===== config.mk =====
export PLATFORM = sky130hd
export DESIGN_NAME = if_id_pipe_reg
export DESIGN_NICKNAME = d
export VERILOG_FILES = /design/src/rtl/if_id_pipe_reg.sv
export SDC_FILE = /design/constraint.sdc
export NUM_CORES = 1
export LEC_CHECK = 0
export ABC_AREA = 0
export CAP_MARGIN = 20
export CELL_PAD_IN_SITES_DETAIL_PLACEMENT = 1
export CELL_PAD_IN_SITES_GLOBAL_PLACEMENT = 1
export CORE_ASPECT_RATIO = 0.75
export CORE_UTILIZATION = 28
export CTS_BUF_LIST = sky130_fd_sc_hd__clkbuf_8
export CTS_CLUSTER_SIZE = 12
export DETAILED_ROUTE_END_ITERATION = 8
export PLACE_DENSITY_LB_ADDON = 0.1
export SYNTH_ARGS = -nofsm -noshare
export SYNTH_HDL_FRONTEND = slang
export SYNTH_SLANG_ARGS = --single-unit

===== constraint.sdc =====
create_clock -name clk -period 4.75 [get_ports clk]
set_clock_uncertainty 0.05 [all_clocks]
set_input_delay 1.1875 -clock clk [delete_from_list [all_inputs] [get_ports clk]]
set_output_delay 1.1875 -clock clk [all_outputs]
set_load 0.01 [all_outputs]

===== src/rtl/if_id_pipe_reg.sv =====
// IF/ID pipeline register.
// Captures the fetched instruction and PC+4 on each rising edge. A flush
// loads a bubble. A stall holds the current contents. The registered
// instruction is also presented already split into its MIPS fields.
// A saturating counter records the cycles in which a real (valid) entry
// was held by a stall, for performance debug.
module if_id_pipe_reg #(
  parameter int          ADDR_W      = 32,
  parameter logic [31:0] NOP_INSTR   = 32'h0000_0000,
  parameter int          STALL_CNT_W = 16
) (
  input  logic                   clk,
  input  logic                   rst,
  input  logic [ADDR_W-1:0]      in_IF_PC_Plus4,
  input  logic [31:0]            in_IF_Instruction,
  input  logic                   in_IF_Valid,
  input  logic                   in_Stall,
  input  logic                   in_Flush,
  output logic [ADDR_W-1:0]      out_IF_ID_PC_Plus4,
  output logic [31:0]            out_IF_ID_Instruction,
  output logic                   out_IF_ID_Valid,
  output logic [5:0]             out_IF_ID_Opcode,
  output logic [4:0]             out_IF_ID_Rs_Address,
  output logic [4:0]             out_IF_ID_Rt_Address,
  output logic [4:0]             out_IF_ID_Rd_Address,
  output logic [4:0]             out_IF_ID_Shift_Amount,
  output logic [5:0]             out_IF_ID_Funct,
  output logic [15:0]            out_IF_ID_Immidiate,
  output logic [25:0]            out_IF_ID_Jump_Target,
  output logic [STALL_CNT_W-1:0] out_Stall_Count
);

  localparam logic [STALL_CNT_W-1:0] CNT_ONE = {{(STALL_CNT_W-1){1'b0}}, 1'b1};

  // Pipeline state
  logic [ADDR_W-1:0]      r_pc_plus4;
  logic [31:0]            r_instr;
  logic                   r_valid;
  logic [STALL_CNT_W-1:0] r_stall_cnt;

  // Next-state values
  logic [ADDR_W-1:0]      w_pc_plus4_nxt;
  logic [31:0]            w_instr_nxt;
  logic                   w_valid_nxt;
  logic [STALL_CNT_W-1:0] w_stall_cnt_nxt;
  logic                   w_cnt_sat;

  // The counter stops at all-ones and never wraps
  assign w_cnt_sat = &r_stall_cnt;

  // Next-state selection. Flush has priority over stall, and stall has
  // priority over load. A flush that coincides with a stall does not count.
  always_comb begin
    w_pc_plus4_nxt  = r_pc_plus4;
    w_instr_nxt     = r_instr;
    w_valid_nxt     = r_valid;
    w_stall_cnt_nxt = r_stall_cnt;
    if (in_Flush) begin
      // PC+4 is still captured so it can be seen when debugging.
      // Consumers must gate on Valid.
      w_instr_nxt    = NOP_INSTR;
      w_valid_nxt    = 1'b0;
      w_pc_plus4_nxt = in_IF_PC_Plus4;
    end else if (in_Stall) begin
      // Only a stall that holds a real instruction is counted.
      // A stall that holds a bubble is not.
      if (r_valid && !w_cnt_sat) begin
        w_stall_cnt_nxt = r_stall_cnt + CNT_ONE;
      end else begin
        w_stall_cnt_nxt = r_stall_cnt;
      end
    end else begin
      w_pc_plus4_nxt = in_IF_PC_Plus4;
      w_valid_nxt    = in_IF_Valid;
      if (in_IF_Valid) begin
        w_instr_nxt = in_IF_Instruction;
      end else begin
        w_instr_nxt = NOP_INSTR;
      end
    end
  end

  // State register with synchronous reset that overrides every other input
  always_ff @(posedge clk) begin
    if (rst) begin
      r_pc_plus4  <= {ADDR_W{1'b0}};
      r_instr     <= NOP_INSTR;
      r_valid     <= 1'b0;
      r_stall_cnt <= {STALL_CNT_W{1'b0}};
    end else begin
      r_pc_plus4  <= w_pc_plus4_nxt;
      r_instr     <= w_instr_nxt;
      r_valid     <= w_valid_nxt;
      r_stall_cnt <= w_stall_cnt_nxt;
    end
  end

  // Outputs come straight from the registers. The fields are plain slices,
  // so there is no combinational path from any input to any output.
  assign out_IF_ID_PC_Plus4     = r_pc_plus4;
  assign out_IF_ID_Instruction  = r_instr;
  assign out_IF_ID_Valid        = r_valid;
  assign out_Stall_Count        = r_stall_cnt;
  assign out_IF_ID_Opcode       = r_instr[31:26];
  assign out_IF_ID_Rs_Address   = r_instr[25:21];
  assign out_IF_ID_Rt_Address   = r_instr[20:16];
  assign out_IF_ID_Rd_Address   = r_instr[15:11];
  assign out_IF_ID_Shift_Amount = r_instr[10:6];
  assign out_IF_ID_Funct        = r_instr[5:0];
  assign out_IF_ID_Immidiate    = r_instr[15:0];
  assign out_IF_ID_Jump_Target  = r_instr[25:0];

endmodule


== Word level (Yosys, flattened, before mapping) ==
Cells that the tools add are included.
Word-level totals
  bits in registers: 81
  bits of input ports: 69
  output and inout port bits: 155
  word-level logic and storage cells: 15
Operators by class
  $add $sub $neg: 1
  equality and inequality tests: 1
  muxes and demuxes: 3
  bitwise logic cells: 1
  reductions and logical operators: 5
Operators by type and width (count)
  $mux W32: 3
  $add A16 B1 Y16 const B: 1
  $reduce_and A16 Y1: 1
  $reduce_and A3 Y1: 1
  $ne A2 B1 Y1 const B: 1
  $reduce_or A2 Y1: 1
  $logic_and A1 B1 Y1: 1
  $logic_not A1 Y1: 1
  $not A1 Y1: 1

== Depth between registers and ports, before layout ==
Gate-level depths: netlist (run 1).
  depth in word-level cells: 4
  depth in mapped cells: 6
  mapped depth without buffers: 5

== Worst setup path after synthesis (run 1) ==
Ideal clock, no wire load.
  path kind: input port to flip-flop
  start point: in in_Stall
  end point: reg r_stall_cnt[11] (netlist: out_Stall_Count[11])
  setup time: 0.070 ns
  arrival time: 2.345 ns
  required time: 4.630 ns
  path slack: 2.285 ns
  stages on the path: 4
  buffers on the path: 0
  cell sequence: nand4_1 or4b_4 or4_1 a21oi_1
Between the ends
  cells in the longest elaborated chain, start to end: 1
Ends and longest elaborated chain
  from (decl): RTL line 17  | input logic in_Stall,
  $reduce_and A3 Y1 (no source line)
  to (signal assigned): RTL line 89  | r_stall_cnt <= {STALL_CNT_W{1'b0}};
  to (signal assigned): RTL line 94  | r_stall_cnt <= w_stall_cnt_nxt;
  to (decl): RTL line 39  | logic [STALL_CNT_W-1:0] r_stall_cnt;
Every way passes these cells.
A chain may end at the register's enable or synchronous reset.

== Worst setup path after layout (run 1) ==
  start point: in in_Stall
  end point: reg r_stall_cnt[15] (netlist: out_Stall_Count[15])
Same word-level chain as after synthesis.

==> flow_summary_export.csv, run 1 <==
group,metric,value,unit
status,status,"complete, no violations",
global_route,grt_usage,16.6,%
cts,postCtsHoldBufs,0,
pwr,p_switching,0.343,mW
worst_setup_path,r2r_start,"out_Stall_Count[0]",
floorplanning,die_area,13400,µm²
pwr,comb_power_share,14.2,%
worst_setup_path,endpoint,"out_Stall_Count[15]",
worst_setup_path,crit_fanout,39,
worst_setup_path,required,4.96,ns
drt,final_antenna_net_count,0,
worst_setup_path,crit_type,"input port to flip-flop",
synthesis,synth.distinct_cells,42,
cts,cts_tree,"done",
worst_setup_path,max_stage_delay,0.48,ns
global_route,busiest_layer,"met2",
synthesis,avgSynthCellArea,8.46,µm²
layout,layout-drive-gt1-share,5.24,%
layout,nNetsFinal,638,
pwr,switching_share,23.3,%
pwr,ir_drop,0.140,mV
global_route,grt_pass1_vias,3467,
worst_setup_path,ff2ff_setup_slack,2.72,ns
pwr,pwr-share-clk,37.2,%
worst_setup_path,rr_worst_depth,5,
synthesis,ys_seq_elements,81,
sta,setup_viol,0,
sta,worst_slew_pin_slew,0.656,ns
synthesis,synth_area,3610,µm²
floorplanning,fp.dieW,133,µm
synthesis,dominantRegCellSynth,"dfxtp_1",
synthesis,synth_top_area_share,44.9,%
pwr,p_leak,2.00,nW
drt,drt_wl_total,11200,µm
sta,finalSetupTns,0,ns
global_route,use_met1,19.3,%
sta,maxSlewViolCount,0,
pwr,pwr-share-seq,48.6,%
cts,cts_max_path_buffers,2,
worst_setup_path,critPathBufInv,2,
flow_run,drv_cap,0,
cts,numCtsBuffers,9,
layout,n_antenna_cell,0,
global_route,met3_usage,5.86,%
place,dpl.hpwl,8030,µm
floorplanning,initial_core_util,29.1,%
worst_setup_path,worstPathArrival,3.37,ns
layout,syn2layout_area_growth,56.2,%
pwr,intPower,1.13,mW
place,routabilityCongestion,0.732,
synthesis,synth_cells,427,
drt,drtIter0Drc,71,
place,portBuffers,223,
drt,drc_errors,0,
sta,period_share,66.6,%
worst_setup_path,slowest_stage,"or4_1",
cts,htreeDepth,3,
global_route,grt_max_degree,53,
synthesis,yosysSeqAreaShare,44.9,%
global_route,global_route.usage.met2,28.9,%
worst_setup_path,cp.depth,6,
global_route,antenna_found_initial,0,
global_route,grt_pass1_wl,17700,µm
cts,post_cts_resized,0,
synthesis,synthesis.nets,497,
sta,hold_viol_final,0,
worst_hold_path,hold_class,"flip-flop to flip-flop",
cts,clk_latency,0.35,ns
worst_setup_path,start_kind,"input port",
pwr,power.density,261,nW/µm²
cts,cts-root-buf,"clkbuf_8",
cts,clock-sinks,81,
floorplanning,fp-row-count,35,
drt,routed_via_density,4.65,
drt,wl_per_cell,15.1,µm
synthesis,synth_edf_count,0,
sta,fin_ws,1.59,ns
layout,n_fill_cell,1430,
floorplanning,pin_count,224,
worst_setup_path,endpoint_kind,"flip-flop",
floorplanning,die_h,100,µm
sta,rsz0062_at_grt,"no",
synthesis,yosysWarningCount,0,
synthesis,synthTopCellsByArea,"dfxtp_1, buf_4, nand2_1",
sta,slew_headroom,56.3,%
drt,drtPass1Iterations,4,
worst_setup_path,crit_chain,"clkdlybuf4s50_1 > buf_4 > and3b_1 > nand4_1 > or4_1 > a221oi_1",
global_route,grt_overflow,0,
worst_setup_path,cp_top_family,"simple AND/OR/NAND/NOR gates",
drt,vias,3435,
sta,fin_crit,3.16,ns
cts,cts_setup_buffers,0,
floorplanning,core-area,12400,µm²
worst_setup_path,r2r_end,"out_Stall_Count[0]",
synthesis,yosys.area.top_type,"dfxtp_1",
sta,fmax,0.316,GHz
place,pre_cts_slack,1.22,ns
synthesis,synthArstFlopShare,0,%
layout,post-route-util,45.4,%
cts,clkTransAtPathRegs,0.08,ns
worst_setup_path,crit_start,"in_Stall",
sequential cells by signal, summed over array words and instances, names as in the netlist:
name / cells
out_Stall_Count: 16
out_IF_ID_Valid: 1
out_IF_ID_PC_Plus4: 32
out_IF_ID_Instruction: 32
power groups by stage:
stage	clock (mW)	sequential, mW	combinational [mW]
final	0.548	0.716	0.209
after global routing	0.594	0.720	0.228
after CTS	0.563	0.716	0.213
after detailed placement	0	0.732	0.212
after global placement	0	0.731	0.209
after floorplan	0	0.741	0.0775
layout make-up:
class	count	area, µm²	area share [%]
clock buffers	10	138	2.44
well taps	166	208	3.68
flip-flops and latches	81	1620	28.7
clock inverters	5	72.6	1.29
multi-input cells	246	1330	23.6
repair buffers	228	2260	40.1
inverters	2	7.51	0.133
synth_stat cells (2+ instances only):
cell type and number:
nand2b_1 3, mux2_2 2, o21ai_0 4, or3_1 2, nor3_1 3, buf_2 2, inv_1 2, a31oi_1 3
clkbuf_1 20, nor2_1 38, nand3_1 4, nand2_1 69, and3_1 2, o31ai_1 6, dfxtp_1 81, nor2b_1 4
a22oi_1 32, a211oi_1 2, nand4_1 5, a21oi_1 43, or4_1 6, buf_4 74
how the worst min path moves through the flow:
stage,start,end,slack [ns],depth (start not counted)
final,out_IF_ID_PC_Plus4[13],out_IF_ID_PC_Plus4[13],0.40,2
after global routing,out_IF_ID_PC_Plus4[16],out_IF_ID_PC_Plus4[16],0.43,2
after CTS,out_IF_ID_PC_Plus4[21],out_IF_ID_PC_Plus4[21],0.41,2
after detailed placement,out_IF_ID_PC_Plus4[21],out_IF_ID_PC_Plus4[21],0.39,2
after global placement,out_IF_ID_PC_Plus4[10],out_IF_ID_PC_Plus4[10],0.39,2
after floorplan,out_IF_ID_PC_Plus4[0],out_IF_ID_PC_Plus4[0],0.42,2
layout by cell type, fill, tap and decap left out, types with 3 or more instances in the layout:
| cell type | instances |
|---|---|
| a22oi_1 | 32 |
| nand3_1 | 4 |
| dfxtp_1 | 81 |
| buf_4 | 5 |
| nor3_1 | 3 |
| inv_1 | 4 |
| or4_1 | 6 |
| a21oi_1 | 43 |
| nand2_1 | 69 |
| o31ai_1 | 6 |
| clkdlybuf4s50_1 | 222 |
| a31oi_1 | 3 |
| nor2_1 | 38 |
| nand4_1 | 5 |
| clkbuf_8 | 10 |
| o21ai_0 | 4 |
| nand2b_1 | 3 |
through the flow:
stage | instance area, µm² | std cells | hold slack [ns] | power (mW)
after floorplan | 3610 | 427 | 0.423 | 0.819
after global placement | 5430 | 723 | 0.388 | 0.940
after detailed placement | 5430 | 723 | 0.395 | 0.944
after CTS | 5640 | 738 | 0.406 | 1.49
after global routing | 5640 | 738 | 0.428 | 1.54
final | 5640 | 738 | 0.404 | 1.47
routing by layer:
metal  vias up  share of wire (%)
li1       1666                  -
met1      1658                 42
met2       103                 51
met3         8                7.0
met4         0               0.74
met5         -                  0
logic make-up after synthesis:
group,share of synthesized area (%)
buffers and inverters,18.4
adder cells (fa/ha/maj),0.346
AO/OA/AOI/OAI,16.5
flip-flops,44.9
multiplexers,0.900
AND/OR/NAND/NOR,19.0
tightest hold or removal path: cells and delay by family, from the launching register on:
family          cells  cell delay [ns]
flops               1             0.31
compound gates      1             0.05
simple gates        1             0.05
No activity file was read; power rests on OpenSTA's default activity.
==> inputs of run 2 (changes only) <==
--- a/config.mk
+++ b/config.mk
@@ -10,7 +10,7 @@
 export CELL_PAD_IN_SITES_DETAIL_PLACEMENT = 1
 export CELL_PAD_IN_SITES_GLOBAL_PLACEMENT = 1
 export CORE_ASPECT_RATIO = 0.75
-export CORE_UTILIZATION = 28
+export CORE_UTILIZATION = 24
 export CTS_BUF_LIST = sky130_fd_sc_hd__clkbuf_8
 export CTS_CLUSTER_SIZE = 12
 export DETAILED_ROUTE_END_ITERATION = 8
==> constraint.sdc (replaced) <==
create_clock -name clk -period 2.9 [get_ports clk]
set_clock_uncertainty 0.05 [all_clocks]
set_input_delay 0.725 -clock clk [delete_from_list [all_inputs] [get_ports clk]]
set_output_delay 0.725 -clock clk [all_outputs]
set_load 0.01 [all_outputs]
==> run 2 against run 1 <==
Effect of this change: sequential power up 63%; power up 54%; hold slack about the same; via count down 0.38%; non-clock buffer count unchanged; clock power up 36%; largest power group unchanged.
==> flow_summary_export.csv, run 2 (synthesis results as in run 1) <==
group,metric,value,unit
cts,postCtsHoldBufs,0,
cts,clock-sinks,81,
sta,worst_slew_pin_slew,0.686,ns
drt,wl_met3,912,µm
cts,post_cts_resized,0,
cts,cts_tree,"done",
global_route,grt_pass1_vias,3386,
drt,drc_errors,0,
cts,cts_max_path_buffers,2,
floorplanning,fp.dieW,144,µm
worst_setup_path,slowest_stage,"clkdlybuf4s50_1",
sta,fmax,0.415,GHz
sta,maxSlewViolCount,0,
sta,setup_viol,0,
drt,wl_per_cell,14.6,µm
layout,layout-drive-gt1-share,5.41,%
drt,routed_via_density,4.43,
worst_setup_path,start_kind,"input port",
status,status,"complete, no violations",
worst_setup_path,crit_type,"input port to flip-flop",
floorplanning,initial_core_util,24.8,%
drt,vias,3422,
floorplanning,die_h,108,µm
sta,finalSetupTns,0,ns
drt,drtIter0Drc,130,
layout,n_antenna_cell,0,
layout,stdcell_area,5660,µm²
worst_setup_path,endpoint_kind,"flip-flop",
floorplanning,die_area,15600,µm²
cts,numCtsBuffers,9,
worst_setup_path,cp_top_family,"simple AND/OR/NAND/NOR gates",
global_route,grt_usage,14.4,%
floorplanning,pin_count,224,
floorplanning,fp-row-count,38,
worst_setup_path,crit_chain,"clkdlybuf4s50_1 > and3b_1 > nand4_1 > or4_1 > a221oi_1",
floorplanning,core-area,14600,µm²
worst_setup_path,r2r_start,"out_Stall_Count[0]",
drt,top_layer,"met4",
worst_setup_path,worstPathArrival,2.62,ns
layout,final_common_cell,"clkdlybuf4s50_1",
cts,cts_setup_buffers,0,
worst_setup_path,crit_fanout,8,
pwr,power,2.27,mW
pwr,p_leak,1.98,nW
sta,hold_viol_final,0,
layout,layout_common_cells,"clkdlybuf4s50_1, dfxtp_1, nand2_1, a21oi_1, nor2_1",
place,routabilityCongestion,0.756,
drt,drtPass1Iterations,4,
place,portBuffers,223,
cts,cts-root-buf,"clkbuf_8",
drt,wl_met2,5290,µm
cts,clkTransAtPathRegs,0.09,ns
pwr,power.density,400,nW/µm²
flow_run,drv_cap,0,
global_route,grt_max_degree,52,
layout,nNetsFinal,638,
drt,wl_met1,4980,µm
sta,slew_headroom,54.3,%
sta,period_share,83.0,%
cts,clk_latency,0.36,ns
worst_setup_path,crit_start,"in_Stall",
place,placed_area,5490,µm²
sta,rsz0062_at_grt,"no",
pwr,ir_drop,0.197,mV
worst_hold_path,min_from,"out_IF_ID_PC_Plus4[15]",
layout,syn2layout_area_growth,56.7,%
sta,fin_crit,2.41,ns
worst_hold_path,hold_class,"flip-flop to flip-flop",
worst_setup_path,required,3.11,ns
worst_setup_path,critPathBufInv,1,
drt,drt_wl_total,11300,µm
place,dpl.hpwl,8150,µm
drt,final_antenna_net_count,0,
global_route,antenna_found_initial,0,
global_route,grt_overflow,0,
worst_setup_path,max_stage_delay,0.56,ns
cts,htreeDepth,3,
global_route,grt_pass1_wl,17300,µm
run 2: cell types whose count changed in the layout (fill, tap and decap cells not counted), sizes merged:
cell	before	now
bufinv	2	0
clkinvlp	0	2
clkinv	1	2
run 2: report_power, final:
part | switching [mW] | internal, mW
logic | 0.140 | 0.206
clock network | 0.419 | 0.328
registers | 0.0242 | 1.15
run 2: tightest hold or removal path, stage by stage (launching register included):
cell and delay (ns):
dfxtp_1 0.32, nand2_1 0.05, a21oi_1 0.05
run 2: layout make-up:
type | count | area [µm²]
Clock buffer | 10 | 138
Sequential cell | 81 | 1620
Clock inverter | 6 | 36.3
Tap cell | 200 | 250
Timing Repair Buffer | 228 | 2280
Multi-Input combinational cell | 246 | 1330
Inverter | 2 | 7.51
Fill cell | 1699 | 8930
run 2: per-layer routing:
metal / global-route usage, % / vias to the layer above
met5: 0 / -
met4: 5.32 / 0
met3: 5.85 / 10
met2: 23.4 / 120
met1: 17.1 / 1621
li1: - / 1671
run 2: per-stage QoR:
stage / setup WS [ns] / utilization, % / instances / hold slack (ns)
2_1_floorplan: 0.898 / - / 427 / 0.423
3_3_place_gp: 0.228 / 37.6 / 757 / 0.387
3_5_place_dp: 0.131 / 37.6 / 757 / 0.395
4_1_cts: 0.535 / 38.8 / 773 / 0.405
5_1_grt: 0.394 / 38.8 / 773 / 0.427
6_report: 0.492 / 38.8 / 773 / 0.404
run 2: final timing paths:
kind	to	cells after the start	slack [ns]
setup / recovery	out_Stall_Count[15]	5	0.49
hold / removal	out_IF_ID_PC_Plus4[15]	2	0.40
setup reg to reg	out_Stall_Count[0]	5	0.87
hold reg to reg	out_IF_ID_PC_Plus4[15]	2	0.40
